### src/rtl/seg_math_pkg.sv
// seg_math_pkg
// Shared constants and types for the segway torque shaper.
//   SEG_*     : default parameter values used by seg_torque_shaper and
//               seg_wheel_shaper.
//   shaped_t  : wide signed intermediate for deadzone/gain/slew math. It is
//               wide enough that no intermediate can wrap before saturation.
//   shaped_abs: magnitude helper for shaped_t.
package seg_math_pkg;

  localparam int SEG_W         = 12;
  localparam int SEG_SS_W      = 8;
  localparam int SEG_MIN_DUTY  = 960;
  localparam int SEG_LOW_BAND  = 60;
  localparam int SEG_GAIN_MULT = 16;
  localparam int SEG_STEER_LO  = 512;
  localparam int SEG_STEER_HI  = 3584;
  localparam int SEG_FAST_HI   = 1792;
  localparam int SEG_FAST_LO   = 1536;
  localparam int SEG_SLEW_STEP = 0;

  typedef logic signed [31:0] shaped_t;

  function automatic shaped_t shaped_abs(input shaped_t v);
    shaped_t r;
    if (v < 32'sd0) begin
      r = -v;
    end else begin
      r = v;
    end
    return r;
  endfunction

endpackage

### src/rtl/seg_wheel_shaper.sv
// seg_wheel_shaper
// One wheel of the second pipeline stage: deadzone offset or low-band gain,
// saturation to W bits, optional slew limiting, registered output.
// Ports:
//   clk, rst_n : clock, synchronous active-low reset
//   vld        : stage-1 sample valid; output register loads only when high
//   pwr_up     : pwr_up sampled with this sample; 0 forces the output to 0
//   torque     : W+1-bit signed stage-1 torque
//   spd_next   : value the output register loads on this vld (for too_fast)
//   spd        : registered, saturated wheel speed
module seg_wheel_shaper
  import seg_math_pkg::*;
#(
  parameter int W         = SEG_W,
  parameter int MIN_DUTY  = SEG_MIN_DUTY,
  parameter int LOW_BAND  = SEG_LOW_BAND,
  parameter int GAIN_MULT = SEG_GAIN_MULT,
  parameter int SLEW_STEP = SEG_SLEW_STEP
) (
  input  logic                clk,
  input  logic                rst_n,
  input  logic                vld,
  input  logic                pwr_up,
  input  logic signed [W:0]   torque,
  output logic signed [W-1:0] spd_next,
  output logic signed [W-1:0] spd
);

  localparam int      SAT_MAX_I = (1 << (W - 1)) - 1;
  localparam shaped_t SAT_MAX   = shaped_t'(SAT_MAX_I);
  localparam shaped_t SAT_MIN   = -SAT_MAX - 32'sd1;

  logic signed [W-1:0] spd_r;
  shaped_t             torque_w_s;
  shaped_t             shaped_s;
  shaped_t             sat_w_s;
  shaped_t             cur_w_s;
  shaped_t             diff_s;
  shaped_t             step_w_s;
  shaped_t             slewed_w_s;

  // Deadzone/gain shaping, saturation and slew toward the saturated target.
  always_comb begin
    torque_w_s = {{(31 - W){torque[W]}}, torque};

    // Outside the low band jump over the motor deadzone; inside it, amplify.
    if (shaped_abs(torque_w_s) > shaped_t'(LOW_BAND)) begin
      if (torque_w_s >= 32'sd0) begin
        shaped_s = torque_w_s + shaped_t'(MIN_DUTY);
      end else begin
        shaped_s = torque_w_s - shaped_t'(MIN_DUTY);
      end
    end else begin
      shaped_s = torque_w_s * shaped_t'(GAIN_MULT);
    end

    if (shaped_s > SAT_MAX) begin
      sat_w_s = SAT_MAX;
    end else if (shaped_s < SAT_MIN) begin
      sat_w_s = SAT_MIN;
    end else begin
      sat_w_s = shaped_s;
    end

    cur_w_s  = {{(32 - W){spd_r[W-1]}}, spd_r};
    diff_s   = sat_w_s - cur_w_s;
    step_w_s = shaped_t'(SLEW_STEP);
    if (SLEW_STEP == 0) begin
      slewed_w_s = sat_w_s;
    end else if (diff_s > step_w_s) begin
      slewed_w_s = cur_w_s + step_w_s;
    end else if (diff_s < -step_w_s) begin
      slewed_w_s = cur_w_s - step_w_s;
    end else begin
      slewed_w_s = sat_w_s;
    end

    // Power-down bypasses the slew limiter so the wheel stops at once.
    if (!pwr_up) begin
      spd_next = {W{1'b0}};
    end else begin
      spd_next = W'(slewed_w_s);
    end
  end

  // Output register: loads once per valid sample, holds otherwise.
  always_ff @(posedge clk) begin
    if (!rst_n) begin
      spd_r <= {W{1'b0}};
    end else if (vld) begin
      spd_r <= spd_next;
    end
  end

  assign spd = spd_r;

endmodule

### src/rtl/seg_torque_shaper.sv
// seg_torque_shaper
// Two-stage torque shaping pipeline for a two-wheel self-balancing platform.
// Stage 1 applies soft-start scaling to the PID command and adds/subtracts a
// scaled steering term; stage 2 (two seg_wheel_shaper instances) applies the
// deadzone, saturation and optional slew limit per wheel.
// Ports:
//   clk, rst_n          : clock, synchronous active-low reset
//   vld_in              : sample strobe for PID_cntrl/steer_pot/en_steer/pwr_up
//   PID_cntrl           : W-bit signed balance command
//   steer_pot           : W-bit unsigned steering potentiometer
//   en_steer            : 1 = apply steering differential
//   pwr_up              : 0 = clear soft start and force wheel outputs to 0
//   vld_out             : pulses 2 cycles after each vld_in
//   lft_spd, rght_spd   : W-bit signed wheel speeds, held between samples
//   too_fast            : hysteretic over-speed flag, updated with vld_out
//   ss_done             : soft-start counter saturated
module seg_torque_shaper
  import seg_math_pkg::*;
#(
  parameter int W         = SEG_W,
  parameter int SS_W      = SEG_SS_W,
  parameter int MIN_DUTY  = SEG_MIN_DUTY,
  parameter int LOW_BAND  = SEG_LOW_BAND,
  parameter int GAIN_MULT = SEG_GAIN_MULT,
  parameter int STEER_LO  = SEG_STEER_LO,
  parameter int STEER_HI  = SEG_STEER_HI,
  parameter int FAST_HI   = SEG_FAST_HI,
  parameter int FAST_LO   = SEG_FAST_LO,
  parameter int SLEW_STEP = SEG_SLEW_STEP
) (
  input  logic                clk,
  input  logic                rst_n,
  input  logic                vld_in,
  input  logic signed [W-1:0] PID_cntrl,
  input  logic        [W-1:0] steer_pot,
  input  logic                en_steer,
  input  logic                pwr_up,
  output logic                vld_out,
  output logic signed [W-1:0] lft_spd,
  output logic signed [W-1:0] rght_spd,
  output logic                too_fast,
  output logic                ss_done
);

  localparam logic        [SS_W-1:0] SS_MAX     = {SS_W{1'b1}};
  localparam logic        [SS_W-1:0] SS_ONE     = {{(SS_W - 1){1'b0}}, 1'b1};
  localparam logic        [W-1:0]    STEER_LO_V = W'(STEER_LO);
  localparam logic        [W-1:0]    STEER_HI_V = W'(STEER_HI);
  localparam logic signed [W:0]      STEER_MID  = (W + 1)'((1 << (W - 1)) - 1);
  localparam logic signed [W-1:0]    FAST_HI_V  = W'(FAST_HI);
  localparam logic signed [W-1:0]    FAST_LO_V  = W'(FAST_LO);

  logic        [SS_W-1:0]   ss_cnt_r;
  logic        [SS_W-1:0]   ss_cnt_nxt_s;
  logic                     ss_done_r;

  logic signed [SS_W+W:0]   mult_a_s;
  logic signed [SS_W+W:0]   mult_b_s;
  logic signed [SS_W+W:0]   prod_s;
  logic signed [W-1:0]      pid_ss_s;
  logic        [W-1:0]      steer_clip_s;
  logic signed [W:0]        steer_off_s;
  logic signed [W:0]        steer_s;
  logic signed [W:0]        pid_ext_s;
  logic signed [W:0]        lft_nxt_s;
  logic signed [W:0]        rght_nxt_s;

  logic                     v1_r;
  logic                     pwr1_r;
  logic signed [W:0]        lft1_r;
  logic signed [W:0]        rght1_r;

  logic signed [W-1:0]      lft_next_s;
  logic signed [W-1:0]      rght_next_s;
  logic                     vld_out_r;
  logic                     too_fast_r;
  logic                     too_fast_nxt_s;

  // Soft-start counter next value: pwr_up low clears, each sample counts up.
  always_comb begin
    if (!pwr_up) begin
      ss_cnt_nxt_s = {SS_W{1'b0}};
    end else if (vld_in && (ss_cnt_r != SS_MAX)) begin
      ss_cnt_nxt_s = ss_cnt_r + SS_ONE;
    end else begin
      ss_cnt_nxt_s = ss_cnt_r;
    end
  end

  // Soft-start counter and its done flag.
  always_ff @(posedge clk) begin
    if (!rst_n) begin
      ss_cnt_r  <= {SS_W{1'b0}};
      ss_done_r <= 1'b0;
    end else begin
      ss_cnt_r  <= ss_cnt_nxt_s;
      ss_done_r <= &ss_cnt_nxt_s;
    end
  end

  // Stage 1 math: soft-start scaling and the steering differential.
  always_comb begin
    // ss_cnt is an unsigned fraction of full scale, so zero-extend it.
    mult_a_s = {{W{1'b0}}, ss_cnt_r};
    mult_b_s = {{(SS_W + 1){PID_cntrl[W-1]}}, PID_cntrl};
    prod_s   = mult_a_s * mult_b_s;
    pid_ss_s = W'(prod_s >>> SS_W);

    if (steer_pot < STEER_LO_V) begin
      steer_clip_s = STEER_LO_V;
    end else if (steer_pot > STEER_HI_V) begin
      steer_clip_s = STEER_HI_V;
    end else begin
      steer_clip_s = steer_pot;
    end

    // Center the pot around zero, then scale by 3/16 without a multiplier.
    steer_off_s = $signed({1'b0, steer_clip_s}) - STEER_MID;
    steer_s     = (steer_off_s >>> 3'd3) + (steer_off_s >>> 3'd4);
    pid_ext_s   = {pid_ss_s[W-1], pid_ss_s};

    if (en_steer) begin
      lft_nxt_s  = pid_ext_s + steer_s;
      rght_nxt_s = pid_ext_s - steer_s;
    end else begin
      lft_nxt_s  = pid_ext_s;
      rght_nxt_s = pid_ext_s;
    end
  end

  // Stage 1 registers: per-wheel torque plus the pwr_up seen with the sample.
  always_ff @(posedge clk) begin
    if (!rst_n) begin
      v1_r    <= 1'b0;
      pwr1_r  <= 1'b0;
      lft1_r  <= {(W + 1){1'b0}};
      rght1_r <= {(W + 1){1'b0}};
    end else begin
      v1_r <= vld_in;
      if (vld_in) begin
        pwr1_r  <= pwr_up;
        lft1_r  <= lft_nxt_s;
        rght1_r <= rght_nxt_s;
      end
    end
  end

  seg_wheel_shaper #(
    .W         (W),
    .MIN_DUTY  (MIN_DUTY),
    .LOW_BAND  (LOW_BAND),
    .GAIN_MULT (GAIN_MULT),
    .SLEW_STEP (SLEW_STEP)
  ) u_lft (
    .clk      (clk),
    .rst_n    (rst_n),
    .vld      (v1_r),
    .pwr_up   (pwr1_r),
    .torque   (lft1_r),
    .spd_next (lft_next_s),
    .spd      (lft_spd)
  );

  seg_wheel_shaper #(
    .W         (W),
    .MIN_DUTY  (MIN_DUTY),
    .LOW_BAND  (LOW_BAND),
    .GAIN_MULT (GAIN_MULT),
    .SLEW_STEP (SLEW_STEP)
  ) u_rght (
    .clk      (clk),
    .rst_n    (rst_n),
    .vld      (v1_r),
    .pwr_up   (pwr1_r),
    .torque   (rght1_r),
    .spd_next (rght_next_s),
    .spd      (rght_spd)
  );

  // Over-speed hysteresis, judged on the values the wheels are about to load.
  always_comb begin
    if (!v1_r) begin
      too_fast_nxt_s = too_fast_r;
    end else if ((lft_next_s > FAST_HI_V) || (rght_next_s > FAST_HI_V)) begin
      too_fast_nxt_s = 1'b1;
    end else if ((lft_next_s < FAST_LO_V) && (rght_next_s < FAST_LO_V)) begin
      too_fast_nxt_s = 1'b0;
    end else begin
      too_fast_nxt_s = too_fast_r;
    end
  end

  // Output valid strobe and over-speed flag registers.
  always_ff @(posedge clk) begin
    if (!rst_n) begin
      vld_out_r  <= 1'b0;
      too_fast_r <= 1'b0;
    end else begin
      vld_out_r  <= v1_r;
      too_fast_r <= too_fast_nxt_s;
    end
  end

  assign vld_out  = vld_out_r;
  assign too_fast = too_fast_r;
  assign ss_done  = ss_done_r;

endmodule

### config.mk
export PLATFORM = sky130hd
export DESIGN_NAME = seg_torque_shaper
export DESIGN_NICKNAME = d
export VERILOG_FILES = /design/src/rtl/seg_math_pkg.sv /design/src/rtl/seg_wheel_shaper.sv /design/src/rtl/seg_torque_shaper.sv
export SDC_FILE = /design/constraint.sdc
export NUM_CORES = 1
export LEC_CHECK = 0
export BUFFER_PORTS_ARGS = -buffer_cell sky130_fd_sc_hd__buf_2
export CAP_MARGIN = 30
export CORE_ASPECT_RATIO = 1.75
export CORE_MARGIN = 8
export CORE_UTILIZATION = 60
export CTS_CLUSTER_SIZE = 40
export DETAILED_ROUTE_END_ITERATION = 7
export PLACE_DENSITY = 0.79
export SYNTH_ARGS = -nofsm -noshare
export SYNTH_HDL_FRONTEND = slang
export SYNTH_HIERARCHICAL = 1
export SYNTH_SLANG_ARGS = --single-unit
### constraint.sdc
create_clock -name clk -period 7.3 [get_ports clk]
set_input_delay 0 -clock clk [delete_from_list [all_inputs] [get_ports clk]]
set_output_delay 0 -clock clk [all_outputs]
set_load 0.05 [all_outputs]
==> run metrics <==
Mean Syn Cell Area=7.99 µm²; GRT Util Overall=0.254; largest fanout on the critical path=18; Slew Limit Fails=0; clock buffer depth=2; layout cells sized above 1=0.0890; TritonRoute pass-1 iters=8; setup TNS=0 ns; WL/cell=17.8 µm; Post-CTS Setup Bufs=0; Mapped Cells=1136; root buf cell=clkbuf_16; maximum VDD drop=100 µV; CTS tree=yes; # IOs=56; total chip power=1430 µW; Post-synth top cells=141 x inv_1, 103 x nand2_1, 85 x ha_1; Hold WC Path Type=input pin to flip-flop; post-layout instance area=9740 µm²; Final Hold Viols=0; via count=8291; WP buf/inv=3; DRC=0; post-synth top area share=0.176; vias in the first global route=8390; starting density of the core=0.612; core box area=14800 µm²; Reg2Reg Capture Point=rght1_r[12]$_SDFFE_PN0P_; final period utilization=0.924; relative slew slack=0.409; Hold Path Sink=ss_cnt_r[4]$_SDFF_PN0_; crit path kind=flip-flop to flip-flop; Final nets=1358; routed vias/inst=6.13; Horiz. Die Dim=109 µm; CTS clock-pin slew for the worst setup and hold paths=0.06 ns; Hold Path Origin=pwr_up; sequential share of the synthesized area=0.137; Post-CTS Hold Buffers=0; P per Cell Area=147 nW/µm²; clk_skew=0.0111 ns; worst-path cell chain=nand2_1 -> fa_1 -> inv_1 -> fa_1 -> fa_1 -> inv_1 -> fa_1 -> inv_1 -> ha_1 -> and2_1 -> a221o_1 -> a31oi_2 -> o21ai_0 -> nor2_1 -> ha_1 -> nor4_1 -> nor4b_1 -> o41ai_2 -> nand2_1 -> a31oi_1 -> o21ai_1; largest cells by area after synthesis=fa_1 18%, dfxtp_1 14%, ha_1 12%, inv_1 5.8%, nand2_1 4.3%; max-cap viol count=0; post-CTS sizing=0; final setup margin=0.552 ns; Initial DRC Count=431; RSZ-0062 raised after global routing=false; Cell Area, Placed=9440 µm²; crit path launch type=flip-flop; Die H=179 µm; Detailed Place HPWL=19000 µm; cts bufs inserted=9; Worst EP arrival=6.96 ns; met3 Use GR=0.0353; Finished Core Util=0.657; M2 GR Usage=0.468; area delta synth->final=7.35%; largest net degree at the start of global routing=48; Yosys reg bits=62; FF-to-FF Start=ss_cnt_r[2]$_SDFF_PN0_; CP most frequent cell=fa_1; final WL=24100 µm; Post-Syn Nets=1330; Slew @ Worst Pin=0.884 ns; post-route ant nets=0; main flop type after synthesis=dfxtp_1; PortBufs=55; number of flops mapped to enable cells by yosys=0; Netlist Area Pre-Place=9080 µm²; slowest cell delay on critical path=0.68 ns; WP data required=7.51 ns; Crit path max-delay family=adder cells; CTS Sinks=62; met1 global-route usage=0.257; Synth cell types=81; antenna diode count=0; leading area contributor after synthesis=fa_1; fraction of registers with async set or reset after synthesis=0; initial antenna violation count=0; first-pass GRT wire length=39600 µm; row cnt=59; worst skew pair latency=0.34 ns; Fmax=148 MHz; leakage=0.00469 µW; final setup vio count=0; CP endpoint kind=flip-flop; busiest grt layer=met2; R2R depth=21; slowest CP cell=dfxtp_1; H-tree depth=3; Worst Hold Depth=2; Placer Congestion=0.984; pre-CTS setup slack=0.652 ns; cell with the most instances after synthesis=inv_1; synth warn=6; worst reg2reg setup slack=0.55 ns; status=finished clean; die area=19500 µm²; GR Overflow Total=0; minimum clock period=6.75 ns
==> stage by stage <==
step / instances / hold WS, ns
finish: 1352 / 0.0350
global route: 1352 / 0.0289
detailed placement: 1336 / 0.378
CTS: 1352 / 0.0244
floorplan: 1136 / 0.137
global placement: 1336 / 0.376
==> area by class of cell <==
cell class | instances | area, µm²
Multi-Input combinational cell | 885 | 7090
Fill cell | 1309 | 5090
Sequential cell | 62 | 1240
Inverter | 143 | 537
Timing Repair Buffer | 63 | 335
Clock buffer | 10 | 239
Tap cell | 183 | 229
Clock inverter | 6 | 68.8
==> flip-flops by register name (all words and copies together), names as in the netlist <==
name        count
lft1_r         12
pwr1_r          1
rght1_r        13
ss_cnt_r        8
ss_done         1
too_fast        1
u_lft/spd      12
u_rght/spd     12
v1_r            1
vld_out         1
==> kinds of logic (layout without fill, tap and decap cells) <==
kind of cell / count (synthesis) / in the layout / synth area share
XOR/XNOR: 64 / 64 / 0.0626
multiplexers: 8 / 8 / 0.00882
AND/OR/NAND/NOR: 396 / 396 / 0.225
adder cells (fa/ha/maj): 165 / 165 / 0.294
flip-flops: 62 / 62 / 0.137
AO/OA/AOI/OAI: 252 / 252 / 0.191
buffers and inverters: 189 / 222 / 0.0817
==> worst max-delay path by stage <==
stage                            from                  endpoint  slack, ns  cells after the start
6_report       ss_cnt_r[2]$_SDFF_PN0_  rght1_r[12]$_SDFFE_PN0P_       0.55                     21
5_1_grt        ss_cnt_r[2]$_SDFF_PN0_  rght1_r[12]$_SDFFE_PN0P_       0.06                     22
4_1_cts        ss_cnt_r[2]$_SDFF_PN0_  rght1_r[12]$_SDFFE_PN0P_       0.59                     21
3_5_place_dp   ss_cnt_r[2]$_SDFF_PN0_  rght1_r[12]$_SDFFE_PN0P_       0.65                     22
3_3_place_gp   ss_cnt_r[2]$_SDFF_PN0_  rght1_r[12]$_SDFFE_PN0P_       0.74                     22
2_1_floorplan  ss_cnt_r[2]$_SDFF_PN0_  rght1_r[10]$_SDFFE_PN0P_       1.01                     26
==> cells in the final DEF (no fill, tap or decap), types with 17 or more instances in the layout <==
master / instances
nor3_1: 30
fa_1: 80
a21oi_1: 38
a21o_1: 17
xor2_1: 23
dfxtp_1: 62
o21ai_0: 56
xnor2_1: 40
buf_2: 55
nor2_1: 79
and2_1: 61
inv_1: 141
nand2_1: 103
a31oi_1: 26
nand3_1: 38
ha_1: 85
==> report_power, final <==
group,switching [µW],internal [µW]
sequential,38.2,358
clock,170,276
combinational,370,217
total,578,851
==> layer usage <==
layer	routed length [µm]	share of wire
met2	12700	0.53
met1	8750	0.36
met3	1070	0.044
met5	0	0
met4	1520	0.063
==> worst reg2reg max path: stages (launching register included) <==
cell     delay (ns)
dfxtp_1        0.68
nand2_1        0.16
fa_1           0.56
inv_1          0.05
fa_1           0.48
fa_1           0.50
inv_1          0.06
fa_1           0.52
inv_1          0.04
ha_1           0.33
and2_1         0.20
a221o_1        0.33
a31oi_2        0.26
o21ai_0        0.20
nor2_1         0.37
ha_1           0.44
nor4_1         0.48
nor4b_1        0.16
o41ai_2        0.44
nand2_1        0.11
a31oi_1        0.19
o21ai_1        0.07
Note: power is estimated with default switching activity, not from simulation.
